### src/rtl/tour_move_sequencer.sv
`default_nettype none
// ============================================================================
// Module  : tour_move_sequencer
// Reads the solved knight tour and issues each move as a Y leg then an X leg.
// Rev     : 1.0
// ============================================================================
module tour_move_sequencer #(
  parameter int         NUM_MOVES = 24,
  parameter logic [3:0] MOVE_OP   = 4'h2,
  parameter logic [3:0] FANF_OP   = 4'h3
) (
  input  logic        clk,
  input  logic        rst,
  input  logic        start,
  output logic [4:0]  indx,
  input  logic [7:0]  move,
  output logic [15:0] cmd,
  output logic        cmd_vld,
  input  logic        cmd_ack,
  input  logic        leg_done,
  output logic        busy,
  output logic        tour_done,
  output logic        err
);

  localparam logic [7:0] HDG_PY    = 8'h00;
  localparam logic [7:0] HDG_MX    = 8'h3F;
  localparam logic [7:0] HDG_MY    = 8'h7F;
  localparam logic [7:0] HDG_PX    = 8'hBF;
  localparam logic [4:0] LAST_INDX = 5'(NUM_MOVES - 1);

  typedef enum logic [2:0] {
    IDLE  = 3'd0,
    LOAD  = 3'd1,
    YCMD  = 3'd2,
    YWAIT = 3'd3,
    XCMD  = 3'd4,
    XWAIT = 3'd5
  } state_t;

  state_t      state_q, state_d;
  logic [4:0]  indx_q, indx_d;
  logic [15:0] cmd_q, cmd_d;
  logic        cmd_vld_q, cmd_vld_d;
  logic        tour_done_q, tour_done_d;
  logic        err_q, err_d;
  logic [7:0]  move_q, move_d;

  logic        y_ok;
  logic [11:0] y_leg;
  logic [11:0] x_leg;

  // {valid, heading, squares}; only a one-hot move decodes as valid
  function automatic logic [12:0] y_leg_of(input logic [7:0] m);
    case (m)
      8'h01, 8'h02: y_leg_of = {1'b1, HDG_PY, 4'd2};
      8'h04, 8'h40: y_leg_of = {1'b1, HDG_PY, 4'd1};
      8'h08, 8'h80: y_leg_of = {1'b1, HDG_MY, 4'd1};
      8'h10, 8'h20: y_leg_of = {1'b1, HDG_MY, 4'd2};
      default:      y_leg_of = 13'd0;
    endcase
  endfunction

  function automatic logic [11:0] x_leg_of(input logic [7:0] m);
    case (m)
      8'h01, 8'h10: x_leg_of = {HDG_MX, 4'd1};
      8'h02, 8'h20: x_leg_of = {HDG_PX, 4'd1};
      8'h04, 8'h08: x_leg_of = {HDG_MX, 4'd2};
      8'h40, 8'h80: x_leg_of = {HDG_PX, 4'd2};
      default:      x_leg_of = 12'd0;
    endcase
  endfunction

  assign {y_ok, y_leg} = y_leg_of(move);
  assign x_leg         = x_leg_of(move_q);

  always_ff @(posedge clk or posedge rst) begin
    if (rst) begin
      state_q     <= IDLE;
      indx_q      <= 5'd0;
      cmd_q       <= 16'd0;
      cmd_vld_q   <= 1'b0;
      tour_done_q <= 1'b0;
      err_q       <= 1'b0;
      move_q      <= 8'd0;
    end else begin
      state_q     <= state_d;
      indx_q      <= indx_d;
      cmd_q       <= cmd_d;
      cmd_vld_q   <= cmd_vld_d;
      tour_done_q <= tour_done_d;
      err_q       <= err_d;
      move_q      <= move_d;
    end
  end

  always_comb begin
    state_d     = state_q;
    indx_d      = indx_q;
    cmd_d       = cmd_q;
    cmd_vld_d   = cmd_vld_q;
    tour_done_d = 1'b0;
    err_d       = 1'b0;
    move_d      = move_q;
    case (state_q)
      IDLE: begin
        if (start) begin
          indx_d  = 5'd0;
          state_d = LOAD;
        end
      end
      LOAD: begin
        move_d = move;
        if (!y_ok) begin
          err_d   = 1'b1;
          indx_d  = 5'd0;
          state_d = IDLE;
        end else begin
          cmd_d     = {MOVE_OP, y_leg};
          cmd_vld_d = 1'b1;
          state_d   = YCMD;
        end
      end
      YCMD: begin
        // a leg_done coinciding with the ack belongs to no issued leg yet
        if (cmd_ack) begin
          cmd_vld_d = 1'b0;
          state_d   = YWAIT;
        end
      end
      YWAIT: begin
        if (leg_done) begin
          cmd_d     = {FANF_OP, x_leg};
          cmd_vld_d = 1'b1;
          state_d   = XCMD;
        end
      end
      XCMD: begin
        if (cmd_ack) begin
          cmd_vld_d = 1'b0;
          state_d   = XWAIT;
        end
      end
      XWAIT: begin
        if (leg_done) begin
          if (indx_q == LAST_INDX) begin
            tour_done_d = 1'b1;
            indx_d      = 5'd0;
            state_d     = IDLE;
          end else begin
            indx_d  = indx_q + 5'd1;
            state_d = LOAD;
          end
        end
      end
      default: begin
        state_d   = IDLE;
        indx_d    = 5'd0;
        cmd_vld_d = 1'b0;
      end
    endcase
  end

  assign indx      = indx_q;
  assign cmd       = cmd_q;
  assign cmd_vld   = cmd_vld_q;
  assign tour_done = tour_done_q;
  assign err       = err_q;
  assign busy      = (state_q != IDLE);

endmodule
`default_nettype wire

### config.mk
export PLATFORM = sky130hd
export DESIGN_NAME = tour_move_sequencer
export DESIGN_NICKNAME = d
export VERILOG_FILES = /design/src/rtl/tour_move_sequencer.sv
export SDC_FILE = /design/constraint.sdc
export NUM_CORES = 1
export LEC_CHECK = 0
export CAP_MARGIN = 20
export CORE_MARGIN = 8
export CORE_UTILIZATION = 40
export CTS_BUF_LIST = sky130_fd_sc_hd__clkbuf_16
export CTS_CLUSTER_SIZE = 40
export DETAILED_ROUTE_END_ITERATION = 7
export PLACE_DENSITY = 0.67
export SETUP_SLACK_MARGIN = 0.4
export SLEW_MARGIN = 10
export SYNTH_ARGS = -nofsm -noshare
export SYNTH_HDL_FRONTEND = slang
export SYNTH_SLANG_ARGS = --single-unit
export TNS_END_PERCENT = 20
### constraint.sdc
create_clock -name clk -period 2 [get_ports clk]
set_clock_uncertainty 0.1 [all_clocks]
set_input_delay 0.2 -clock clk [delete_from_list [all_inputs] [get_ports clk]]
set_output_delay 0.2 -clock clk [all_outputs]
set_load 0.005 [all_outputs]
======== Word level (Yosys, flattened, before mapping) ========
Cells that the tools add are included.
storage, ports and cells
  flip-flop bits (word level) ............. 35
  input bits .............................. 13
  output and inout bits ................... 25
  word-level logic and storage cells ...... 85
operators by class
  add/sub/neg operators ................... 1
  equal/unequal tests ..................... 30
  mux-type cells .......................... 27
  bitwise gates (word level) .............. 2
  reduce and logical (&&, ||, !) cells .... 18
operators with widths
  cell                   count
  $pmux W13 S4           1
  $pmux W12 S4           1
  $mux W16               2
  $pmux W16 S2           1
  $mux W5                4
  $pmux W5 S4            1
  $reduce_or A2 Y1       10
  $pmux W3 S6            1
  $eq A8 B1 Y1 const B   2
  $eq A8 B2 Y1 const B   2
  $eq A8 B3 Y1 const B   2
  $eq A8 B4 Y1 const B   2
  $eq A8 B5 Y1 const B   2
  $eq A8 B6 Y1 const B   2
  $eq A8 B7 Y1 const B   2
  $eq A8 B8 Y1 const B   2
  $mux W3                5
  $ne A2 B2 Y1 const B   7
  $mux W1                9
  $reduce_and A4 Y1      2
  $eq A3 B2 Y1 const B   2
  $eq A3 B3 Y1 const B   2
  $add A5 B1 Y5 const B  1
  $eq A5 B5 Y1 const B   1
  other kinds (11)       12

======== Depth between registers and ports, before layout ========
  depth after elaboration ................. 5
  depth in mapped cells ................... 6
  mapped depth without buffers ............ 6

======== Worst setup path after synthesis ========
Ideal clock, no wire load.
  kind .................................... register to register
  start ................................... register move_q[6]
  end ..................................... register cmd_q[9], in the netlist cmd[9]
  library setup time ...................... 0.125 ns
  arrival ................................. 1.528 ns
  data required time ...................... 1.775 ns
  setup slack ............................. 0.247 ns
  stages on the path, launching flop included .. 7
  buffers on the path ..................... 1
  clock period less this slack ............ 1.753 ns
  cell sequence ........................... dfrtp_1 clkbuf_1 xor2_1 o211ai_1 a2111oi_2 or3_1 mux2_4
between the ends
  cells in the longest elaborated chain, start to end .. 5
  elaborated cells between the ends (all ways) .. 15
  classes of those cells .................. eq/ne: 8; mux: 3; reduce/logical: 4
RTL lines
  element                                     RTL line  RTL
  start, declared                             47        logic [7:0] move_q, move_d;
  start signal, assigned                      93        move_q <= move_d;
  $eq A8 B7 Y1, or another cell as far along  65        case (m)
  $reduce_or A2 Y1                            65
  $pmux W12 S4 (*)                            65
  $mux W16 (*)                                132       if (leg_done) begin
  $pmux W16 S2 (*)                            105       case (state_q)
  end signal, assigned                        89        cmd_q <= cmd_d;
  end, declared                               43        logic [15:0] cmd_q, cmd_d;
Mark *: on every way between the ends. The rest lies on a longest branch, timed or not. The select of a mux whose other input is x is not followed.
A chain may end at the register's enable or synchronous reset.

======== Worst setup path in the final report ========
  start ................................... register move_q[7]
  end ..................................... register cmd_q[9], in the netlist cmd[9]
Same word-level chain as after synthesis.

==> flow_summary.json <==
{
  "clkPwrFrac": 0.170,
  "synth.top_cells.by_area": "dfrtp_1 40%, mux2_1 5.5%, buf_4 4.2%",
  "period_share": 0.911,
  "ys_ff_latch": 26,
  "fin_cells": 271,
  "post-route-drc-count": 0,
  "grt_use_met3": 0.0327,
  "clock-sinks": 26,
  "numCtsBuffers": 3,
  "pwr-share-seq": 0.355,
  "postRouteAntennaNets": 0,
  "maxCapViolations": 0,
  "die_area_um2": 6360,
  "synth_area_per_cell_um2": 9.91,
  "dp_cells": 251,
  "num_vias": 1468,
  "grt_max_degree": 27,
  "via_per_inst": 5.42,
  "wirelength_um": 4290,
  "initial_core_util": 0.412,
  "fin_crit_ns": 1.82,
  "grtUsageTotal": 0.131,
  "fin_area_um2": 2350,
  "grt_pass1_wl_um": 6840,
  "wire_per_inst_um": 15.8,
  "synth-edff-count": 0,
  "clk_pin_slew_ns": 0.07,
  "switching_power_uw": 894,
  "hold_viol_final": 0,
  "layout_commonest_cell": "buf_4",
  "grt.met2_usage": 0.253,
  "nets": 236,
  "crit_arrival_ns": 1.92,
  "start_kind": "flop",
  "ys.flop_type": "dfrtp_1",
  "ios": 38,
  "drive_above_1_share": 0.348,
  "maxSlewViolCount": 0,
  "overflow": 0,
  "gp_congestion": 0.797,
  "switching_share": 0.344,
  "fmax_mhz": 549,
  "rsz0062_at_grt": "true",
  "hold_buffers": 0,
  "port_buffers": 33,
  "globalRouteMet1Util": 0.137,
  "path_class": "reg2reg",
  "ys_types": 53,
  "dpl_cell_area_um2": 2070,
  "setup_tns_ns": 0,
  "first_pass_iters": 4,
  "cts_tree": "built",
  "hold_class": "in2reg",
  "dp_hpwl_um": 3050,
  "power.density_nw_per_um2": 1100,
  "postSynth.asyncResetShare": 1.00,
  "core_area_um2": 3940,
  "clockRootBuffer": "clkbuf_16",
  "synth_top_area_frac": 0.400,
  "n_antenna_cell": 0,
  "setup_violations": 0,
  "cp-end-kind": "flop",
  "p_leak_uw": 0.00104,
  "seq_area_frac_synth": 0.400,
  "mostFrequentLayoutCells": "28 x buf_4, 24 x clkdlybuf4s50_1, 19 x dfrtp_1, 11 x nor2_1",
  "crit_path_max_incr_delay_ns": 0.55,
  "busiest_layer": "met2",
  "pwr-share-comb": 0.475,
  "rows": 23,
  "grt_pass1_vias": 1489,
  "n_fill_cell": 314,
  "synth_area_leader_cell": "dfrtp_1",
  "die_h_um": 79.7,
  "synth.cell_area_um2": 1630,
  "finalPower_uw": 2600,
  "cp_max_fo": 4,
  "die_w_um": 79.7,
  "status": "completed",
  "yosysWarnings": 0,
  "antenna_found_initial": 0,
  "p_int_uw": 1700,
  "clock_path_buffers": 2,
  "vdd_ir_drop_max_mv": 0.586,
  "drt_iter0_drc": 56,
  "clk_latency_ns": 0.26,
  "syn_inst": 164,
  "cts_max_level": 1,
  "slowest_stage": "or4_1",
  "required_ns": 2.10,
  "path_cells": "inv_2 -> or4_1 -> a2111oi_2 -> or3_1 -> mux2_4",
  "areaGrowthSynthToFinish_pct": 44.7
}
==> flip-flops by register name, indices dropped and copies added (netlist names) <==
signal	cells
cmd_vld	1
err	1
indx	5
state_q	3
move_q	8
tour_done	1
cmd	7
==> cell usage after synthesis, types with 2 or more instances <==
| master | n |
|---|---|
| nand3b_1 | 3 |
| mux2i_1 | 4 |
| dfrtp_1 | 26 |
| nor2b_1 | 4 |
| inv_1 | 10 |
| buf_4 | 9 |
| nor3_1 | 5 |
| xor2_1 | 3 |
| nor4b_1 | 3 |
| nor3b_1 | 2 |
| or3_1 | 4 |
| nand3_1 | 2 |
| a22o_1 | 2 |
| a21o_1 | 2 |
| o22ai_1 | 2 |
| buf_2 | 5 |
| nor2_1 | 12 |
| a21oi_1 | 3 |
| o211ai_1 | 2 |
| o21ai_0 | 5 |
| nand2b_1 | 4 |
| mux2_1 | 8 |
| and2_1 | 2 |
| inv_2 | 2 |
| nand2_1 | 11 |
| xnor2_1 | 2 |
==> critical path: cells and delay by family, from the launching register on <==
family | cells | cell delay, ns
AND/OR/NAND/NOR | 2 | 0.73
multiplexers | 1 | 0.13
buffers and inverters | 1 | 0.06
flip-flops | 1 | 0.38
AO/OA/AOI/OAI | 1 | 0.36
==> final timing paths <==
kind | from | to | slack [ns] | cells after the start
setup / recovery | move_q[7]$_DFFE_PP0P_ | cmd[9]$_DFFE_PP0P_ | 0.18 | 5
hold / removal | move[3] | move_q[3]$_DFFE_PP0P_ | 0.19 | 2
setup reg to reg | move_q[7]$_DFFE_PP0P_ | cmd[9]$_DFFE_PP0P_ | 0.18 | 5
hold reg to reg | cmd[13]$_DFFE_PP0P_ | cmd[13]$_DFFE_PP0P_ | 0.37 | 1
max in group asynchronous | rst | move_q[5]$_DFFE_PP0P_ | 1.32 | 3
min in group asynchronous | rst | indx[4]$_DFFE_PP0P_ | 0.21 | 3
==> kinds of logic (layout without fill, tap and decap cells) <==
logic type | after synthesis | count (layout) | synth area share
and+or+nand+nor | 55 | 55 | 0.184
AOI/OAI and AO/OA | 34 | 34 | 0.189
buffers and inverters | 28 | 82 | 0.0939
DFF | 26 | 26 | 0.400
muxes | 14 | 14 | 0.0962
xor gates and xnor gates | 5 | 5 | 0.0269
adders and majority gates | 1 | 1 | 0.00770
other | 1 | 4 | 0.00231
==> power by group through the flow <==
stage | Combinational, µW | Clock [µW] | Sequential [µW]
global placement | 951 | 0 | 916
finish | 1230 | 442 | 922
CTS | 1120 | 449 | 914
global route | 1330 | 471 | 953
floorplan | 686 | 0 | 828
detailed placement | 977 | 0 | 937
==> metal layers <==
| metal | up-vias | wire length (µm) | part of all wire |
|---|---|---|---|
| li1 | 690 | - | - |
| met1 | 734 | 1770 | 0.41 |
| met2 | 36 | 2290 | 0.53 |
| met3 | 8 | 188 | 0.044 |
| met5 | - | 0 | 0 |
| met4 | 0 | 38 | 0.0089 |
==> timing repair <==
item                                    in CTS  in global routing
gates resized for setup                     36                 18
endpoints found under the setup margin      16                 26
buffers inserted                             8                  8
pin swaps                                    6                  5
==> final cells by class <==
type / instances / area, µm² / share of cell area
Tap cell: 50 / 62.6 / 0.0266
Clock inverter: 1 / 3.75 / 0.00160
Multi-Input combinational cell: 113 / 923 / 0.393
Clock buffer: 3 / 75.1 / 0.0319
Inverter: 12 / 45.0 / 0.0191
Sequential cell: 26 / 659 / 0.280
Timing Repair Buffer: 66 / 583 / 0.248
==> stage by stage <==
step | setup WS (ns) | utilization | hold slack, ns
after floorplan | 0.280 | - | 0.140
after global routing | 0.120 | 0.597 | 0.208
after CTS | 0.196 | 0.577 | 0.223
after detailed placement | -0.292 | 0.526 | 0.357
final | 0.178 | 0.597 | 0.191
after global placement | -0.205 | 0.526 | 0.353
No activity file was read; power rests on OpenSTA's default activity.
